===== src/rtl/comp_pkg.sv =====
`default_nettype none
// ============================================================================
// Module   : comp_pkg
// Brief    : Shared constants, state encoding and sign extension for comp_accum
// Revision : 1.0
// ============================================================================
package comp_pkg;

   localparam int COMP_W = 8;
   localparam int EXT_W  = 32;

   typedef enum logic [0:0] {
      ACCUM = 1'b0,
      HOLD  = 1'b1
   } state_t;

   // Callers narrow the result to their accumulator width with a size cast.
   function automatic logic [EXT_W-1:0] sext(input logic [COMP_W-1:0] v);
      return {{(EXT_W-COMP_W){v[COMP_W-1]}}, v};
   endfunction

endpackage
`default_nettype wire


===== src/rtl/comp_sat_add.sv =====
`default_nettype none
// ============================================================================
// Module   : comp_sat_add
// Brief    : Signed ACC_W-bit adder with step-overflow detect; clamps on
//            overflow when COMP_ACCUM_SAT_EN is defined, wraps otherwise.
// Revision : 1.0
// ============================================================================
module comp_sat_add #(
   parameter int ACC_W = 10
) (
   input  logic [ACC_W-1:0] acc,
   input  logic [ACC_W-1:0] samp,
   output logic [ACC_W-1:0] sum,
   output logic             step_ovf
);

   logic [ACC_W-1:0] w_raw;

   assign w_raw    = acc + samp;
   assign step_ovf = (acc[ACC_W-1] == samp[ACC_W-1]) && (w_raw[ACC_W-1] != acc[ACC_W-1]);

`ifdef COMP_ACCUM_SAT_EN
   // Operands share a sign on overflow, so the accumulator sign picks the rail.
   always_comb begin
      sum = w_raw;
      if (step_ovf) begin
         sum = acc[ACC_W-1] ? {1'b1, {(ACC_W-1){1'b0}}} : {1'b0, {(ACC_W-1){1'b1}}};
      end
   end
`else
   assign sum = w_raw;
`endif

endmodule
`default_nettype wire


===== src/rtl/comp_accum.sv =====
`default_nettype none
// ============================================================================
// Module   : comp_accum
// Brief    : Sums blocks of N_SAMP signed bytes into an ACC_W-bit total with a
//            held result handshake. Define COMP_ACCUM_SAT_EN for saturation.
// Revision : 1.0
// ============================================================================
module comp_accum
   import comp_pkg::*;
#(
   parameter int N_SAMP = 16,
   parameter int ACC_W  = 10
) (
   input  logic              clk,
   input  logic              rst,
   input  logic              clr,
   input  logic [COMP_W-1:0] in_data,
   input  logic              in_valid,
   output logic              in_ready,
   output logic [ACC_W-1:0]  sum_out,
   output logic              ovf,
   output logic              out_valid,
   input  logic              out_ready
);

   localparam int               CNT_W    = $clog2(N_SAMP);
   localparam logic [CNT_W-1:0] LAST_CNT = CNT_W'(N_SAMP - 1);

   state_t            r_state;
   state_t            w_state_nxt;
   logic [ACC_W-1:0]  r_acc;
   logic [CNT_W-1:0]  r_cnt;
   logic              r_ovf_stk;
   logic [ACC_W-1:0]  r_sum;
   logic              r_ovf;
   logic              r_out_valid;

   logic [ACC_W-1:0]  w_ext;
   logic [ACC_W-1:0]  w_sum;
   logic              w_step_ovf;
   logic              w_accept;
   logic              w_last;

   assign w_ext    = ACC_W'(sext(in_data));
   assign in_ready = (r_state == ACCUM);
   assign w_accept = in_valid && in_ready;
   assign w_last   = (r_cnt == LAST_CNT);

   comp_sat_add #(
      .ACC_W (ACC_W)
   ) u_add (
      .acc      (r_acc),
      .samp     (w_ext),
      .sum      (w_sum),
      .step_ovf (w_step_ovf)
   );

   always_ff @(posedge clk) begin
      if (rst) r_state <= ACCUM;
      else     r_state <= w_state_nxt;
   end

   always_comb begin
      w_state_nxt = r_state;
      case (r_state)
         ACCUM:   if (!clr && w_accept && w_last) w_state_nxt = HOLD;
         HOLD:    if (out_ready)                  w_state_nxt = ACCUM;
         default: w_state_nxt = ACCUM;
      endcase
   end

   // clr only affects the partial block; a presented result is never dropped.
   always_ff @(posedge clk) begin
      if (rst) begin
         r_acc       <= '0;
         r_cnt       <= '0;
         r_ovf_stk   <= 1'b0;
         r_sum       <= '0;
         r_ovf       <= 1'b0;
         r_out_valid <= 1'b0;
      end else if (r_state == ACCUM) begin
         if (clr) begin
            r_acc     <= '0;
            r_cnt     <= '0;
            r_ovf_stk <= 1'b0;
         end else if (w_accept) begin
            if (w_last) begin
               r_sum       <= w_sum;
               r_ovf       <= r_ovf_stk | w_step_ovf;
               r_out_valid <= 1'b1;
               r_acc       <= '0;
               r_cnt       <= '0;
               r_ovf_stk   <= 1'b0;
            end else begin
               r_acc     <= w_sum;
               r_cnt     <= r_cnt + 1'b1;
               r_ovf_stk <= r_ovf_stk | w_step_ovf;
            end
         end
      end else if (out_ready) begin
         r_out_valid <= 1'b0;
      end
   end

   assign sum_out   = r_sum;
   assign ovf       = r_ovf;
   assign out_valid = r_out_valid;

endmodule
`default_nettype wire


===== config.mk =====
export PLATFORM = sky130hd
export DESIGN_NAME = comp_accum
export DESIGN_NICKNAME = d
export VERILOG_FILES = /design/src/rtl/comp_pkg.sv /design/src/rtl/comp_sat_add.sv /design/src/rtl/comp_accum.sv
export SDC_FILE = /design/constraint.sdc
export NUM_CORES = 1
export LEC_CHECK = 0
export ABC_AREA = 0
export BUFFER_PORTS_ARGS = -buffer_cell sky130_fd_sc_hd__buf_2
export CAP_MARGIN = 10
export CORE_ASPECT_RATIO = 1.4
export CORE_MARGIN = 10
export CORE_UTILIZATION = 55
export DETAILED_ROUTE_END_ITERATION = 6
export PLACE_DENSITY = 0.78
export SYNTH_ARGS = -nofsm -noshare
export SYNTH_HDL_FRONTEND = slang
export SYNTH_HIERARCHICAL = 1
export SYNTH_SLANG_ARGS = --single-unit

===== constraint.sdc =====
create_clock -name clk -period 2.55 [get_ports clk]
set_clock_uncertainty 0.15 [all_clocks]
set_input_delay 0.1275 -clock clk [delete_from_list [all_inputs] [get_ports clk]]
set_output_delay 0.1275 -clock clk [all_outputs]
set_load 0.02 [all_outputs]

==> reports/summary.txt, run 1 <==
Run status = complete, no violations
Net Count, Synth = 186
Clock root buffer = clkbuf_4
Clk_lat worst skew = 330 ps
Tmin final = 2340 ps
Yosys warnings = 6
Final Hold Fails = 0
Synth cell count leaders = 28 x dfxtp_1, 28 x nand2_1, 14 x nor2_1
Grt ovf = 0
Critical-path top delay cell = fa_1
Crit-path max FO = 2
Place WS = 271 ps
Synth area leader = dfxtp_1
CP endpoint kind = flop
VDD IR-drop max = 371 uV
CTS Buf Count = 3
Max incr delay on CP = 410 ps
Post-Synthesis Cells = 162
Min-delay worst type = in2reg
Max cap viols = 0
Sink Count = 28
Final core utilization = 64.3%
Final worst-path cycle share = 91.8%
DR iter-0 viols = 82
Routability congestion estimate = 0.835
Power Density = 456 nW/um2
Drt wl/cell = 15.9 um
Core footprint = 2640 um2
First-pass GRT wire length = 6030 um
Relative slew slack = 57.2%
Antenna-violating nets left = 0
Largest net degree at the start of global routing = 24
Arrival @ worst endpoint = 2430 ps
Fin nets = 212
DRC = 0
DRT Pass-1 Iters = 4
Synth async-reset ratio = 0%
Hpwl dp = 2620 um
Port bufs = 25
WHS = 5.90 ps
Starting Density = 57.4%
Netlist Area Pre-Place = 1520 um2
RSZ-0062 raised after global routing = no
Seq/Total Area, Yosys = 37.0%
Vias in the first global route = 1380
Layout cells sized above 1 = 20.4%
Pleak = 0.728 nW
Footprint of the multi-input gates = 888 um2
Die Wd = 64.4 um
Number of I/O pins = 26
Worst EP required = 2640 ps
Setup slack after layout = 208 ps
Dominant synthesized flop cell = dfxtp_1
Synth top area share = 37.0%
CTS tree = built
Via density = 5.91
Critical-path cell list = ha_1 -> fa_1 -> a21o_1 -> a221oi_2 -> o21bai_1 -> a21oi_2 -> xnor2_1 -> a32oi_1 -> nor2_1
FILL cells = 243
Crit path launch type = flop
Die area = 5290 um2
Setup TNS = 0 ps
Routed via count = 1312
Area Overhead vs Synth = 12.0%
PostCTS Resize Cnt = 0
FF/Latch Area = 561 um2
Initial antenna violation count = 0
Top cells by area, synth = dfxtp_1 37%, ha_1 8.3%, mux2i_1 7.3%, nand2_1 6.9%, a32oi_1 5.8%
Critical path type = reg2reg
FMAX = 427 MHz
Overall die height = 82.1 um
Netlist cell types = 40
Drt total wl = 3520 um
Total Routing Usage GR = 14.0%
Measured slew at the worst slew-check pin = 641 ps
Final setup viols = 0
Final-report max-slew violation count = 0
Cell Rows = 22
Synthesized flop and latch total = 28
Clk slew on worst S/H paths = 140 ps
Syn Area/Cell = 9.36 um2
H-tree Lvls = 1
CTS Buffer Depth = 2
EDFF count, synth = 0
N_diodes = 0
-- path summary, 6_finish.rpt --
check                                  end  cells after the start        from  slack [ps]
worst max-delay path              r_acc[8]                      9    r_acc[0]         210
worst min-delay path              r_acc[9]                      2         rst           6
worst max register to register    r_acc[8]                      9    r_acc[0]         210
worst min register to register  sum_out[5]                      2  sum_out[5]         320
-- flip-flops by register name, indices dropped and copies added (netlist names) --
register	flops
r_cnt	4
sum_out	10
ovf	1
out_valid	1
r_acc	10
r_ovf_stk	1
r_state	1
-- repair_timing --
action,in CTS,in global routing
buffers inserted,0,0
endpoints found under the hold margin,3,0
hold buffers,3,0
-- layout make-up --
cell class                      instances  area share (%)
Clock buffer                            3            1.33
Inverter                                3           0.663
Multi-Input combinational cell        122            52.3
Sequential cell                        28            33.0
Tap cell                               36            2.65
Timing Repair Buffer                   30            10.0
-- metrics by stage --
stage          total power, mW  cell area [um2]  instances
3_5_place_dp             0.592             1650        216
2_1_floorplan            0.558             1520        162
4_1_cts                  0.778             1700        222
6_report                 0.774             1700        222
3_3_place_gp             0.585             1650        216
5_1_grt                  0.815             1700        222
-- logic make-up (layout without fill, tap and decap cells) --
group,Yosys count,after routing,share of synthesized area [%]
and+or+nand+nor,56,56,18.3
AOI/OAI and AO/OA,35,35,18.2
DFF,28,28,37.0
buffers and inverters,12,36,4.46
adders and majority gates,11,11,9.57
muxes,11,11,7.26
xor gates and xnor gates,9,9,5.20
-- metal layers --
metal / vias to the layer above / track usage (%) / part of all wire, %
met1: 639 / 14.1 / 40
met3: 7 / 3.37 / 4.9
met5: - / 0 / 0
met4: 0 / 6.65 / 2.1
li1: 634 / - / -
met2: 32 / 26.6 / 53
-- cell usage in the layout (no fill, tap or decap), types with 2 or more instances in the layout --
cell,n
a32oi_1,10
dlygate4sd3_1,3
xor2_1,2
ha_1,10
a21o_1,3
nand2_1,28
o21ai_0,2
dfxtp_1,28
xnor2_1,7
buf_4,2
a21oi_1,8
buf_2,25
clkbuf_4,3
nand3b_1,2
and3_1,2
inv_1,3
nor2_1,14
mux2i_1,11
o21bai_1,2
-- where the power goes --
| part | switching (mW) | leakage [nW] | total [mW] | internal (mW) |
|---|---|---|---|---|
| registers | 0.00592 | 0.227 | 0.452 | 0.446 |
| clock network | 0.130 | 0.0138 | 0.186 | 0.0557 |
| logic | 0.0791 | 0.488 | 0.136 | 0.0567 |
| total | 0.215 | 0.728 | 0.774 | 0.558 |
-- critical path, delay by kind of cell (launching register included) --
kind / cells / cell delay, ps
DFF: 1 / 350
and+or+nand+nor: 1 / 60
xor gates and xnor gates: 1 / 100
AOI/OAI and AO/OA: 5 / 930
adders and majority gates: 2 / 650
(Power assumes the default switching activity.)
==> run 2: changes to the inputs <==
--- a/config.mk
+++ b/config.mk
@@ -15,5 +15,4 @@
 export PLACE_DENSITY = 0.78
 export SYNTH_ARGS = -nofsm -noshare
 export SYNTH_HDL_FRONTEND = slang
-export SYNTH_HIERARCHICAL = 1
 export SYNTH_SLANG_ARGS = --single-unit
==> run 2 against run 1 <==
  * Clock power grew 58%
  * Maximum frequency shrank 2.6%
  * Core utilization grew 3.0 points
  * First-iteration DRC count shrank 26%
  * Hold slack gained 40 ps
  * Count of clock-buffer cells in the layout is the same
  * Flip-flop and latch count is the same
  * Sequential share of layout area shrank 1.5 points
  * Largest cell class unchanged
  * Via count grew 11%
  * Power grew 14%
  * Register-to-register slack lost 60 ps
==> reports/summary.txt, run 2 <==
FF-to-FF Start = r_acc[0]
First-pass GRT wire length = 6110 um (+1.4%)
CTS Buffer Depth = 2 (unchanged)
Crit Reg-Reg Endpoint = r_acc[8]
Final-report max-slew violation count = 0 (unchanged)
Yosys warnings = 0 (-6)
Hold endpoint = r_cnt[3]
Largest net degree at the start of global routing = 34 (+42%)
Net Count, Synth = 209 (+12%)
Overall die height = 82.5 um (+0.43%)
Starting Density = 58.0% (+0.66 points)
Post-Synthesis Cells = 185 (+14%)
DR iter-0 viols = 61 (-26%)
Hold Path Cell Cnt = 4 (+2)
Crit path launch type = flop
Critical path type = reg2reg
R2r setup slk = 150 ps (-60 ps)
EDFF count, synth = 0 (unchanged)
Crit-path max FO = 3 (+1)
CP endpoint kind = flop
DRT Pass-1 Iters = 4 (unchanged)
N_diodes = 0 (unchanged)
Commonest cells after routing, fill and taps aside = 28 x dfxtp_1, 25 x buf_2, 24 x nand2_1
Cell Count Post-Placement = 241 (+12%)
Max incr delay on CP = 410 ps (about the same)
Syn Area/Cell = 8.29 um2 (-11%)
Run status = complete, no violations
Hpwl dp = 2800 um (+6.7%)
Clock root buffer = clkbuf_4
Commonest non-fill, non-tap cell in the layout = dfxtp_1
CTS Buf Count = 3 (unchanged)
Number of I/O pins = 26 (unchanged)
Power Density = 496 nW/um2 (+8.9%)
Synth area leader = dfxtp_1
Synth async-reset ratio = 0% (unchanged)
Fin nets = 237 (+12%)
Synth top area share = 36.5% (-0.42 points)
Worst EP required = 2640 ps (about the same)
DRC = 0 (unchanged)
Relative slew slack = 61.3% (+4.1 points)
Most common cell in the netlist = dfxtp_1
Final worst-path cycle share = 94.2% (+2.4 points)
Total Routing Usage GR = 14.1% (+0.10 points)
Layout cells sized above 1 = 17.9% (-2.5 points)
Core footprint = 2640 um2 (unchanged)
Critical-path cell list = ha_1 -> inv_1 -> fa_1 -> nor2b_1 -> o21ai_0 -> a21oi_1 -> o22a_1 -> nor4b_1 -> a221o_1
VDD IR-drop max = 314 uV (-15%)
FF-to-FF path depth = 9 (unchanged)
Netlist cell types = 44 (+10%)
Seq/Total Area, Yosys = 36.5% (-0.42 points)
Initial antenna violation count = 0 (unchanged)
Synth cell count leaders = 28 x dfxtp_1, 24 x nand2_1, 21 x nor2_1
Routability congestion estimate = 0.849 (+1.6%)
Die Wd = 64.6 um (+0.40%)
H-tree Lvls = 1 (unchanged)
Max cap viols = 0 (unchanged)
Sink Count = 28 (unchanged)
Pleak = 0.744 nW (+2.1%)
Critical-path top delay cell = fa_1
Netlist Area Pre-Place = 1530 um2 (+1.2%)
Dominant synthesized flop cell = dfxtp_1
Cell Rows = 22 (unchanged)
CTS tree = built
FMAX = 416 MHz (-2.6%)
Die area = 5330 um2 (+0.83%)
Final setup viols = 0 (unchanged)
Grt ovf = 0 (unchanged)
Measured slew at the worst slew-check pin = 581 ps (-60.1 ps)
Vias in the first global route = 1418 (+2.8%)
Min-delay worst type = in2reg
Synthesized flop and latch total = 28 (unchanged)
Top cells by area, synth = dfxtp_1 37%, ha_1 8.2%, a21oi_1 5.9%, nand2_1 5.9%, nor2_1 5.1%
Critical hold path startpoint = in_valid
Port bufs = 25 (unchanged)
RSZ-0062 raised after global routing = no
CP Buf/Inv Count = 1 (+1)
CP delay by family, top = compound AO/OA/AOI/OAI gates
Arrival @ worst endpoint = 2490 ps (+60 ps)
Drt total wl = 3800 um (+7.8%)
Routed via count = 1460 (+11%)
Clk slew on worst S/H paths = 160 ps (+20 ps)
Via density = 5.89 (-0.39%)
Drt wl/cell = 15.3 um (-3.5%)
Setup TNS = 0 ps (unchanged)
Area Overhead vs Synth = 15.9%
FILL cells = 239 (-1.6%)
Filler-free cell count of the finished design = 248 (+12%)
Clk_lat worst skew = 330 ps (about the same)
Tmin final = 2400 ps (+61.5 ps)
WHS = 45.8 ps (+39.9 ps)
Final Hold Fails = 0 (unchanged)
Antenna-violating nets left = 0 (unchanged)
==> run 2: worst max path at each step <==
| stage | endpoint | cells after the start | from |
|---|---|---|---|
| floorplan | sum_out[9] | 7 | r_acc[4] |
| global placement | r_acc[8] | 9 | r_acc[0] |
| detailed placement | r_acc[8] | 9 | r_acc[0] |
| CTS | sum_out[9] | 7 | r_acc[6] |
| global route | sum_out[9] | 7 | r_acc[5] |
| finish | r_acc[8] | 9 | r_acc[0] |
==> run 2: layout make-up <==
type	count	area, um2	area share (%)
multi-input combinational	143	923	51.9
sequential	28	561	31.5
timing repair buffer	30	170	9.57
tap	36	45.0	2.53
clock inverter	1	30.0	1.69
inverter	7	26.3	1.48
clock buffer	3	22.5	1.27
==> run 2: repair_timing <==
item | 4_1_cts | 5_1_grt
gates resized for setup | 0 | 1
endpoints found under the hold margin | 3 | 0
setup buffers | 0 | 0
endpoints found under the setup margin | 0 | 1
hold buffers | 3 | 0
==> run 2: worst min-delay path: stages <==
cell and delay [ps]:
buf_2 120, nand2_1 70, or3_1 110, a21oi_1 60
==> run 2: cells by family (layout without fill, tap and decap cells) <==
logic type,Yosys count,in the layout,share of synthesized area (%)
multiplexers,1,1,0.653
AND/OR/NAND/NOR,75,75,24.1
AO/OA/AOI/OAI,51,51,23.0
flip-flops,28,28,36.5
buffers and inverters,14,41,3.43
XOR/XNOR,5,5,2.85
adder cells (fa/ha/maj),11,11,9.46
==> run 2: metrics by stage <==
| step | instance area, um2 | worst slack [ps] | total power, mW | utilization [%] |
|---|---|---|---|---|
| finish | 1780 | 147 | 0.882 | 67.3 |
| CTS | 1780 | 156 | 0.887 | 67.2 |
| detailed placement | 1690 | 220 | 0.592 | 64.1 |
| global placement | 1690 | 275 | 0.586 | 64.1 |
| floorplan | 1530 | 346 | 0.556 | - |
| global route | 1780 | 0.181 | 0.911 | 67.3 |
==> run 2: metal layers <==
metal	part of all wire [%]	wire (um)	vias to the layer above	global-route usage, %
met2	53	2020	60	26.9
li1	-	-	721	-
met1	38	1450	671	14.4
met5	0	0	-	0
met4	1.8	67	0	7.30
met3	7.1	268	8	2.56
==> run 2: power by group <==
group | switching (mW) | leakage (nW) | internal [mW]
registers | 0.00642 | 0.227 | 0.446
logic | 0.0777 | 0.489 | 0.0592
clock network | 0.134 | 0.0279 | 0.159
total | 0.218 | 0.744 | 0.664
==> run 3: changes to the inputs <==
--- a/config.mk
+++ b/config.mk
@@ -10,9 +10,10 @@
 export CAP_MARGIN = 10
 export CORE_ASPECT_RATIO = 1.4
 export CORE_MARGIN = 10
-export CORE_UTILIZATION = 55
+export CORE_UTILIZATION = 50
 export DETAILED_ROUTE_END_ITERATION = 6
-export PLACE_DENSITY = 0.78
+export PLACE_DENSITY = 0.75
+export RECOVER_POWER = 100
 export SYNTH_ARGS = -nofsm -noshare
 export SYNTH_HDL_FRONTEND = slang
 export SYNTH_SLANG_ARGS = --single-unit
==> constraint.sdc (replaced) <==
create_clock -name clk -period 2.2 [get_ports clk]
set_clock_uncertainty 0.15 [all_clocks]
set_input_delay 0.11 -clock clk [delete_from_list [all_inputs] [get_ports clk]]
set_output_delay 0.11 -clock clk [all_outputs]
set_load 0.02 [all_outputs]
==> run 3 against run 2 <==
  * The run now ends with setup timing left
  * Maximum frequency rose by 7.2%
  * Critical path type unchanged
  * Sequential power rose by 16%
  * Critical path depth fell by 1
  * Largest power group unchanged
==> reports/summary.txt, run 3 (synthesis gave the netlist of run 2 again) <==
CTS Buf Count = 3 (unchanged)
Crit Reg-Reg Endpoint = r_acc[9]
Crit path depth = 8 (-1)
FF-to-FF path depth = 8 (-1)
Worst EP required = 2190 ps (-450 ps)
Sw Share = 23.8% (-0.89 points)
Largest net degree at the start of global routing = 34 (unchanged)
Drt wl/cell = 15.5 um (+0.91%)
Max cap viols = 0 (unchanged)
Cell Rows = 23 (+4.5%)
Final-report max-slew violation count = 0 (unchanged)
Clk slew on worst S/H paths = 100 ps (-60 ps)
Hold Path Cell Cnt = 3 (-1)
Footprint of the multi-input gates = 1080 um2 (+17%)
Relative slew slack = 52.6% (-8.7 points)
Grt ovf = 0 (unchanged)
Critical hold path startpoint = in_valid
FMAX = 446 MHz (+7.2%)
R2r setup slk = -40 ps (-190 ps)
Area Overhead vs Synth = 30.3%
Met2 global-route usage = 25.1% (-1.8 points)
Crit-path max FO = 6 (+3)
Tmin final = 2240 ps (-161 ps)
H-tree Lvls = 1 (unchanged)
CP endpoint kind = flop
Int Pwr = 0.859 mW (+29%)
Final core utilization = 68.8% (+1.5 points)
Total Routing Usage GR = 14.5% (+0.37 points)
Met3 Use GR = 2.99% (+0.43 points)
Port bufs = 25 (unchanged)
CP Buf/Inv Count = 1 (unchanged)
Run status = finished with violations
CP delay by family, top = simple AND/OR/NAND/NOR gates
Sink Count = 28 (unchanged)
FF-to-FF Start = r_acc[6]
Power share of the clock group = 35.3% (+2.1 points)
VDD IR-drop max = 399 uV (+27%)
Final setup viols = 2 (+2)
Commonest non-fill, non-tap cell in the layout = nand2_1
Number of I/O pins = 26 (unchanged)
Antenna-violating nets left = 0 (unchanged)
Via density = 5.81 (-1.2%)
Commonest cells after routing, fill and taps aside = 24 x nand2_1, 23 x dfxtp_1, 20 x nor2_1
Final worst-path cycle share = 102% (+7.7 points)
Hpwl dp = 2790 um (-0.16%)
DRC = 0 (unchanged)
Routed via count = 1500 (+2.7%)
Gr busiest metal = met2
Total power = 1.13 mW (+28%)
Setup slack after layout = -42.1 ps (-189 ps)
Max incr delay on CP = 450 ps (+40 ps)
Crit path launch type = flop
N_diodes = 0 (unchanged)
DR iter-0 viols = 56 (-8.2%)
Fin nets = 246 (+3.8%)
CTS Buffer Depth = 2 (unchanged)
Die area = 5710 um2 (+7.2%)
Measured slew at the worst slew-check pin = 712 ps (+131 ps)
Pleak = 0.739 nW (-0.67%)
RSZ-0062 raised after global routing = yes
Drt total wl = 3990 um (+5.0%)
Critical-path top delay cell = or3b_4
Hold endpoint = r_cnt[2]
Arrival @ worst endpoint = 2230 ps (-260 ps)
FF/Latch Area = 567 um2 (+1.1%)
Starting Density = 52.8% (-5.3 points)
First-pass GRT wire length = 6820 um (+12%)
FILL cells = 247 (+3.3%)
Place WS = -75.0 ps (-295 ps)
Core footprint = 2910 um2 (+10%)
Overall die height = 85.5 um (+3.7%)
Min-delay worst type = in2reg
Initial antenna violation count = 0 (unchanged)
Failing checks = setup timing
Die Wd = 66.8 um (+3.4%)
DRT Pass-1 Iters = 5 (+1)
Share of power burned in registers = 46.7% (-4.6 points)
Switching power = 0.269 mW (+23%)
Clk_lat worst skew = 270 ps (-60 ps)
Critical-path cell list = ha_4 -> nand2_1 -> or3b_4 -> and4_4 -> a211oi_4 -> buf_6 -> or3_1 -> a31oi_1
Final instance area = 2000 um2 (+12%)
Vias in the first global route = 1495 (+5.4%)
CTS tree = built
Routability congestion estimate = 0.925 (+8.9%)
Area post-placement = 1770 um2 (+4.4%)
M1 GR Usage = 17.1% (+2.7 points)
Clock root buffer = clkbuf_8
Gate power share = 18.0% (+2.5 points)
Power Density = 564 nW/um2 (+14%)
Final Hold Fails = 0 (unchanged)
Critical path type = reg2reg
Layout cells sized above 1 = 25.8% (+7.9 points)
## run 3: how the worst max path moves through the flow
| stage | from | end | slack, ps |
|---|---|---|---|
| 3_5_place_dp | r_acc[6] | r_acc[9] | -70 |
| 5_1_grt | r_acc[0] | r_acc[8] | -100 |
| 3_3_place_gp | r_acc[6] | r_acc[9] | -30 |
| 2_1_floorplan | r_acc[5] | sum_out[9] | 10 |
| 4_1_cts | r_acc[4] | r_acc[9] | 6 |
| 6_report | r_acc[6] | r_acc[9] | -40 |
## run 3: tightest hold or removal path: cells and delay by family
kind                   cells  cell delay (ps)
AO/OA/AOI/OAI              2              200
buffers and inverters      1              110
## run 3: power by group through the flow
stage               Sequential, mW  Clock, mW  Combinational, mW
floorplan                    0.533          0              0.114
global route                 0.528      0.428              0.225
CTS                          0.526      0.411              0.184
global placement             0.535          0              0.162
finish                       0.526      0.399              0.203
detailed placement           0.535          0              0.167
## run 3: layout make-up
type | instances | area share, %
multi-input cells | 143 | 53.9
flip-flops and latches | 28 | 28.3
repair buffers | 39 | 10.6
well taps | 37 | 2.32
clock buffers | 3 | 2.07
clock inverters | 1 | 1.50
inverters | 7 | 1.31
## run 3: per-layer routing
metal  routed length [um]  up-vias
met3                  240        4
met2                 2140       40
met4                   25        0
met5                    0        -
li1                     -      737
met1                 1580      719
## run 3: metrics by stage
step	setup TNS, ps	cells	hold WS (ps)
after CTS	0	256	45.7
after floorplan	0	185	59.2
after detailed placement	-208	250	165
after global placement	-45.3	250	155
final	-43.8	258	48.8
after global routing	-413	258	76.2
## run 3: what timing repair did
item                                    4_1_cts  5_1_grt
endpoints found under the hold margin         3        0
gates resized for setup                      14       18
endpoints found under the setup margin        6       10
hold buffers                                  2        0
pin swaps                                     5       17
setup buffers                                 0        2
